### config.mk
export PLATFORM = sky130hd
export DESIGN_NAME = key_sequencer
export DESIGN_NICKNAME = d
export VERILOG_FILES = /design/src/rtl/aes_pkg.sv /design/src/rtl/key_sequencer.sv
export SDC_FILE = /design/constraint.sdc
export NUM_CORES = 1
export LEC_CHECK = 0
export BUFFER_PORTS_ARGS = -buffer_cell sky130_fd_sc_hd__buf_4
export CORE_AREA = 2 2 188 190
export DETAILED_ROUTE_END_ITERATION = 10
export DIE_AREA = 0 0 190 192
export PLACE_DENSITY = 0.85
export SETUP_SLACK_MARGIN = 0.2
export SKIP_LAST_GASP = 1
export SYNTH_ARGS = -nofsm -noshare
export SYNTH_HDL_FRONTEND = slang
export SYNTH_SLANG_ARGS = --single-unit
### constraint.sdc
create_clock -name clk -period 3.4 [get_ports clk]
set_input_delay 0.17 -clock clk [delete_from_list [all_inputs] [get_ports clk]]
set_output_delay 0.17 -clock clk [all_outputs]
set_load 0.02 [all_outputs]
### src/rtl/aes_pkg.sv
// Shared AES definitions: round count, word type, key sequencer FSM states and a
// helper that extracts word i (word 0 in the MSBs) from a 128-bit key.
package aes_pkg;

  localparam int unsigned NR = 10;

  typedef logic [31:0] word_t;

  typedef enum logic [2:0] {
    StIdle,
    StLoad,
    StWaitDone,
    StReady,
    StFetch,
    StOut
  } ks_state_e;

  function automatic word_t key_word(input logic [127:0] key, input logic [1:0] idx);
    return key[127 - 32*int'(idx) -: 32];
  endfunction

endpackage

### src/rtl/key_sequencer.sv
// Feeds a cipher key word-by-word into key_expand, then hands out assembled round keys
// on request. Define KEY_SEQ_DECRYPT_EN to add a dec input selecting descending order.
module key_sequencer #(
  parameter int unsigned NR        = aes_pkg::NR,
  parameter int unsigned KEY_WORDS = 4
) (
  input  logic         clk,
  input  logic         reset,
  input  logic [127:0] key_in,
  input  logic         key_valid,
`ifdef KEY_SEQ_DECRYPT_EN
  input  logic         dec,
`endif
  output logic         key_ready,
  output logic         ke_start,
  output logic [31:0]  ke_cipher_key,
  input  logic         ke_done,
  output logic [3:0]   ke_round_key_num,
  output logic [1:0]   ke_r_index,
  input  logic [31:0]  ke_round_key,
  input  logic         rk_req,
  input  logic         rk_rewind,
  output logic         rk_valid,
  output logic [127:0] rk_out,
  output logic [3:0]   rk_round,
  output logic         rk_last,
  output logic         busy
);

  import aes_pkg::*;

  localparam logic [3:0] LastRound = 4'(NR);
  localparam logic [1:0] LastWord  = 2'(KEY_WORDS - 1);

  ks_state_e    state_q;
  logic [127:0] key_q;
  logic [127:0] rk_buf_q;
  logic [1:0]   load_cnt_q;
  logic [3:0]   ptr_q;
  logic [3:0]   first_round, last_round, next_ptr;
  logic         dec_q, dec_now;

`ifdef KEY_SEQ_DECRYPT_EN
  assign dec_now = dec;

  always_ff @(posedge clk) begin
    if (reset) begin
      dec_q <= 1'b0;
    end else if (key_valid && key_ready) begin
      dec_q <= dec;
    end
  end
`else
  assign dec_now = 1'b0;
  assign dec_q   = 1'b0;
`endif

  always_comb begin
    first_round = dec_q ? LastRound : 4'd0;
    last_round  = dec_q ? 4'd0 : LastRound;
    if (ptr_q == last_round) begin
      next_ptr = first_round;
    end else begin
      next_ptr = dec_q ? ptr_q - 4'd1 : ptr_q + 4'd1;
    end
  end

  always_ff @(posedge clk) begin
    if (reset) begin
      state_q          <= StIdle;
      key_q            <= '0;
      rk_buf_q         <= '0;
      load_cnt_q       <= '0;
      ptr_q            <= '0;
      key_ready        <= 1'b1;
      ke_start         <= 1'b0;
      ke_cipher_key    <= '0;
      ke_round_key_num <= '0;
      ke_r_index       <= '0;
      rk_valid         <= 1'b0;
      rk_out           <= '0;
      rk_round         <= '0;
      rk_last          <= 1'b0;
      busy             <= 1'b0;
    end else begin
      rk_valid <= 1'b0;
      case (state_q)
        StIdle, StReady: begin
          // Key acceptance wins over rewind, rewind wins over a round-key request.
          if (key_valid) begin
            state_q       <= StLoad;
            key_q         <= key_in;
            load_cnt_q    <= '0;
            ptr_q         <= dec_now ? LastRound : 4'd0;
            key_ready     <= 1'b0;
            busy          <= 1'b1;
            ke_start      <= 1'b1;
            ke_cipher_key <= key_word(key_in, 2'd0);
          end else if (state_q == StReady && rk_rewind) begin
            ptr_q <= first_round;
          end else if (state_q == StReady && rk_req) begin
            state_q          <= StFetch;
            key_ready        <= 1'b0;
            busy             <= 1'b1;
            ke_round_key_num <= ptr_q;
            ke_r_index       <= '0;
          end
        end
        StLoad: begin
          if (load_cnt_q == LastWord) begin
            state_q       <= StWaitDone;
            ke_start      <= 1'b0;
            ke_cipher_key <= '0;
          end else begin
            load_cnt_q    <= load_cnt_q + 2'd1;
            ke_cipher_key <= key_word(key_q, load_cnt_q + 2'd1);
          end
        end
        StWaitDone: begin
          if (ke_done) begin
            state_q   <= StReady;
            key_ready <= 1'b1;
            busy      <= 1'b0;
          end
        end
        StFetch: begin
          rk_buf_q[127 - 32*int'(ke_r_index) -: 32] <= ke_round_key;
          if (ke_r_index == LastWord) begin
            state_q          <= StOut;
            ke_round_key_num <= '0;
            ke_r_index       <= '0;
          end else begin
            ke_r_index <= ke_r_index + 2'd1;
          end
        end
        StOut: begin
          rk_valid  <= 1'b1;
          rk_out    <= rk_buf_q;
          rk_round  <= ptr_q;
          rk_last   <= (ptr_q == last_round);
          ptr_q     <= next_ptr;
          state_q   <= StReady;
          key_ready <= 1'b1;
          busy      <= 1'b0;
        end
        default: state_q <= StIdle;
      endcase
    end
  end

endmodule

==> out/qor.yml <==
synth_nets: 2234
track_usage: 0.300
p_leak_nw: 8.59
drive_above_1_share: 0.197
grt_max_degree: 161
cts.sinks: 440
clock_path_buffers: 3
slowest_delay_ns: 0.63
clkLatencyLatePin_ns: 0.55
die-area_um2: 36500
die_y_um: 192
yosysWarnings: 0
ys_seq_area_frac: 0.518
ant_nets: 0
post_dp_cell_area_um2: 19600
dieWidth_um: 190
outcome: "finished, final reports clean"
min_path_type: "input port to flip-flop"
vdd_drop_max_mv: 0.461
final_area_um2: 22700
clock-skew-final_ns: 0.0189
syn_area_um2: 17000
synth_cells: 2061
syn2layout_area_growth_pct: 33.7
cts_tree: "built"
avgSynthCellArea_um2: 8.25
drv_cap: 0
r2r_start: "state_q[2]"
ff2ff_setup_slack_ns: 1.02
worst_pin_slew_ns: 0.896
yosys_register_bits: 440
final-setup-viol-count: 0
vias: 17100
grt_overflow: 0
grt_setup_unrepaired: "no"
synth_edf_count: 0
via_per_inst: 5.79
routed_wl_mm: 57.0
grt_pass1_wl_mm: 87.5
start_util: 0.496
ios: 341
arrival_ns: 2.81
htreeDepth: 2
num_rows: 68
ys_types: 54
antenna_found_initial: 2
hpwl_mm: 32.7
cp_max_fo: 62
fmax_ghz: 0.420
ys_async_sr_fraction: 0
power_density_nw_per_um2: 613
crit_type: "flip-flop to flip-flop"
r2r_end: "key_q[24]"
fin_crit_ns: 2.38
crit_path_start_kind: "flip-flop"
cp_slowest_cell: "nor4_4"
port_buffers: 340
path_clk_slew_ns: 0.07
path_cells: "buf_4 -> nor4_4 -> buf_12 -> nand2_1 -> a21oi_1"
crit_path_end_kind: "flip-flop"
ys.flop_type: "dfxtp_1"
fin_setup_tns_ns: 0
root_buffer: "clkbuf_16"
gp_congestion: 0.869
firstDrtPassIters: 7
drv_slew: 0
period_share: 0.701
reg2regPathDepth: 5
drc: 0
endpoint: "key_q[24]"
grt_pass1_vias: 16300
initialDrtViolationCount: 2087
crit_start: "state_q[2]"
routedWlPerCell_um: 19.3
post_cts_buffers: 0
finalHoldViolCount: 0
max_slew_margin: 0.403
required_ns: 3.83
nets: 2634
numCtsBuffers: 43
coreArea_um2: 34300
-- per-stage QoR --
step / setup slack, ns / util / cells / hold WS (ns) / power [W]
floorplan: 1.53 / - / 2061 / 0.306 / 0.00777
global placement: 1.33 / 0.573 / 2711 / 0.418 / 0.00858
detailed placement: 1.18 / 0.573 / 2711 / 0.424 / 0.00868
CTS: 1.15 / 0.663 / 2948 / 0.135 / 0.0137
global route: 0.867 / 0.663 / 2950 / 0.172 / 0.0144
finish: 1.02 / 0.663 / 2951 / 0.128 / 0.0139
-- flip-flops by register name (all words and copies together) (netlist names) --
| signal | cells |
|---|---|
| key_q | 128 |
| rk_buf_q | 128 |
| rk_out | 128 |
| ke_cipher_key | 32 |
| ke_round_key_num | 4 |
| ptr_q | 4 |
| rk_round | 4 |
| state_q | 3 |
| ke_r_index | 2 |
| load_cnt_q | 2 |
| busy | 1 |
| ke_start | 1 |
| key_ready | 1 |
| rk_last | 1 |
| rk_valid | 1 |
-- per-layer routing --
metal / GRT usage / wire length (um) / part of all wire
met4: 0.154 / 2950 / 0.052
met2: 0.509 / 27400 / 0.48
met5: 0 / 0 / 0
met3: 0.0599 / 5870 / 0.10
met1: 0.363 / 20700 / 0.36
-- how the worst min path moves through the flow --
stage	startpoint	end	slack [ns]	cells past startpoint
detailed placement	key_in[33]	key_q[33]	0.42	3
global route	reset	rk_buf_q[63]	0.17	2
global placement	key_in[12]	key_q[12]	0.42	3
finish	reset	rk_out[97]	0.13	2
CTS	reset	rk_buf_q[119]	0.13	2
floorplan	key_in[0]	key_q[0]	0.31	2
-- synthesized netlist by cell type (all sizes together), types with 2 or more instances --
| master | count | area (um^2) |
|---|---|---|
| buf | 82 | 485 |
| nand3 | 130 | 651 |
| o22ai | 5 | 31.3 |
| ha | 7 | 87.6 |
| and2 | 6 | 37.5 |
| nor4 | 2 | 27.5 |
| or3 | 27 | 169 |
| o21ai | 8 | 43.8 |
| a221oi | 28 | 245 |
| nor2b | 5 | 31.3 |
| clkbuf | 98 | 368 |
| nor3b | 3 | 27.5 |
| nand4 | 2 | 12.5 |
| mux2i | 4 | 40.0 |
| o31a | 5 | 43.8 |
| a211oi | 32 | 240 |
| nand2 | 664 | 2490 |
| nor2 | 15 | 58.8 |
| nor3 | 4 | 31.3 |
| inv | 36 | 135 |
| a21oi | 403 | 2020 |
| mux4 | 32 | 728 |
| dfxtp | 440 | 8810 |
| nand2b | 4 | 25.0 |
-- critical path, delay by kind of cell, from the launching register on --
| family | cells | cell delay (ns) |
|---|---|---|
| buffers and inverters | 2 | 0.67 |
| DFF | 1 | 0.49 |
| AOI/OAI and AO/OA | 1 | 0.31 |
| and+or+nand+nor | 2 | 0.73 |
-- cells by family (layout without fill, tap and decap cells) --
kind of cell / count (synthesis) / count (layout) / synth area share
adder cells (fa/ha/maj): 7 / 7 / 0.00515
AO/OA/AOI/OAI: 492 / 492 / 0.160
other: 0 / 3 / 0
buffers and inverters: 216 / 648 / 0.0582
multiplexers: 37 / 37 / 0.0459
AND/OR/NAND/NOR: 869 / 869 / 0.213
flip-flops: 440 / 440 / 0.518
-- final cells by class --
type                            count  area, um^2
Antenna cell                        3        7.51
Clock buffer                       57        1210
Clock inverter                     20         279
Fill cell                        2427       11600
Inverter                           36         135
Multi-Input combinational cell   1405        7220
Sequential cell                   440        8810
Tap cell                          455         569
Timing Repair Buffer              535        4500
-- cells in the final DEF (no fill, tap or decap), types with 3 or more instances in the layout --
| cell type | synthesis | layout |
|---|---|---|
| o31a_1 | 5 | 5 |
| ha_1 | 7 | 7 |
| buf_4 | 15 | 368 |
| clkbuf_1 | 98 | 6 |
| inv_1 | 36 | 36 |
| clkinv_2 | 0 | 8 |
| o22ai_1 | 5 | 5 |
| clkbuf_8 | 0 | 8 |
| mux4_2 | 30 | 30 |
| a221oi_1 | 28 | 28 |
| nand2b_1 | 4 | 3 |
| diode_2 | 0 | 3 |
| nor3_1 | 3 | 3 |
| a21oi_1 | 403 | 403 |
| nand2_1 | 664 | 664 |
| or3_1 | 27 | 27 |
| buf_12 | 0 | 6 |
| dfxtp_1 | 440 | 438 |
| mux2i_1 | 4 | 4 |
| and2_1 | 5 | 5 |
| nor2b_1 | 5 | 4 |
| nor2_2 | 1 | 4 |
| nor2_1 | 14 | 10 |
| nand3_1 | 130 | 130 |
| dlygate4sd3_1 | 0 | 160 |
| clkbuf_16 | 0 | 43 |
| a211oi_1 | 32 | 32 |
| bufinv_16 | 0 | 5 |
| o21ai_0 | 6 | 6 |
-- where the power goes --
| part | switching [W] | internal (W) |
|---|---|---|
| clock network | 0.00210 | 0.00291 |
| registers | 0.000344 | 0.00561 |
| logic | 0.00175 | 0.00122 |
| total | 0.00419 | 0.00974 |
-- repair_timing --
item / 4_1_cts / 5_1_grt
endpoints found under the hold margin: 256 / 0
resized for setup: 0 / 0
hold buffers: 160 / 0
endpoints found under the setup margin: 0 / 0
Note: power is estimated with default switching activity, not from simulation.
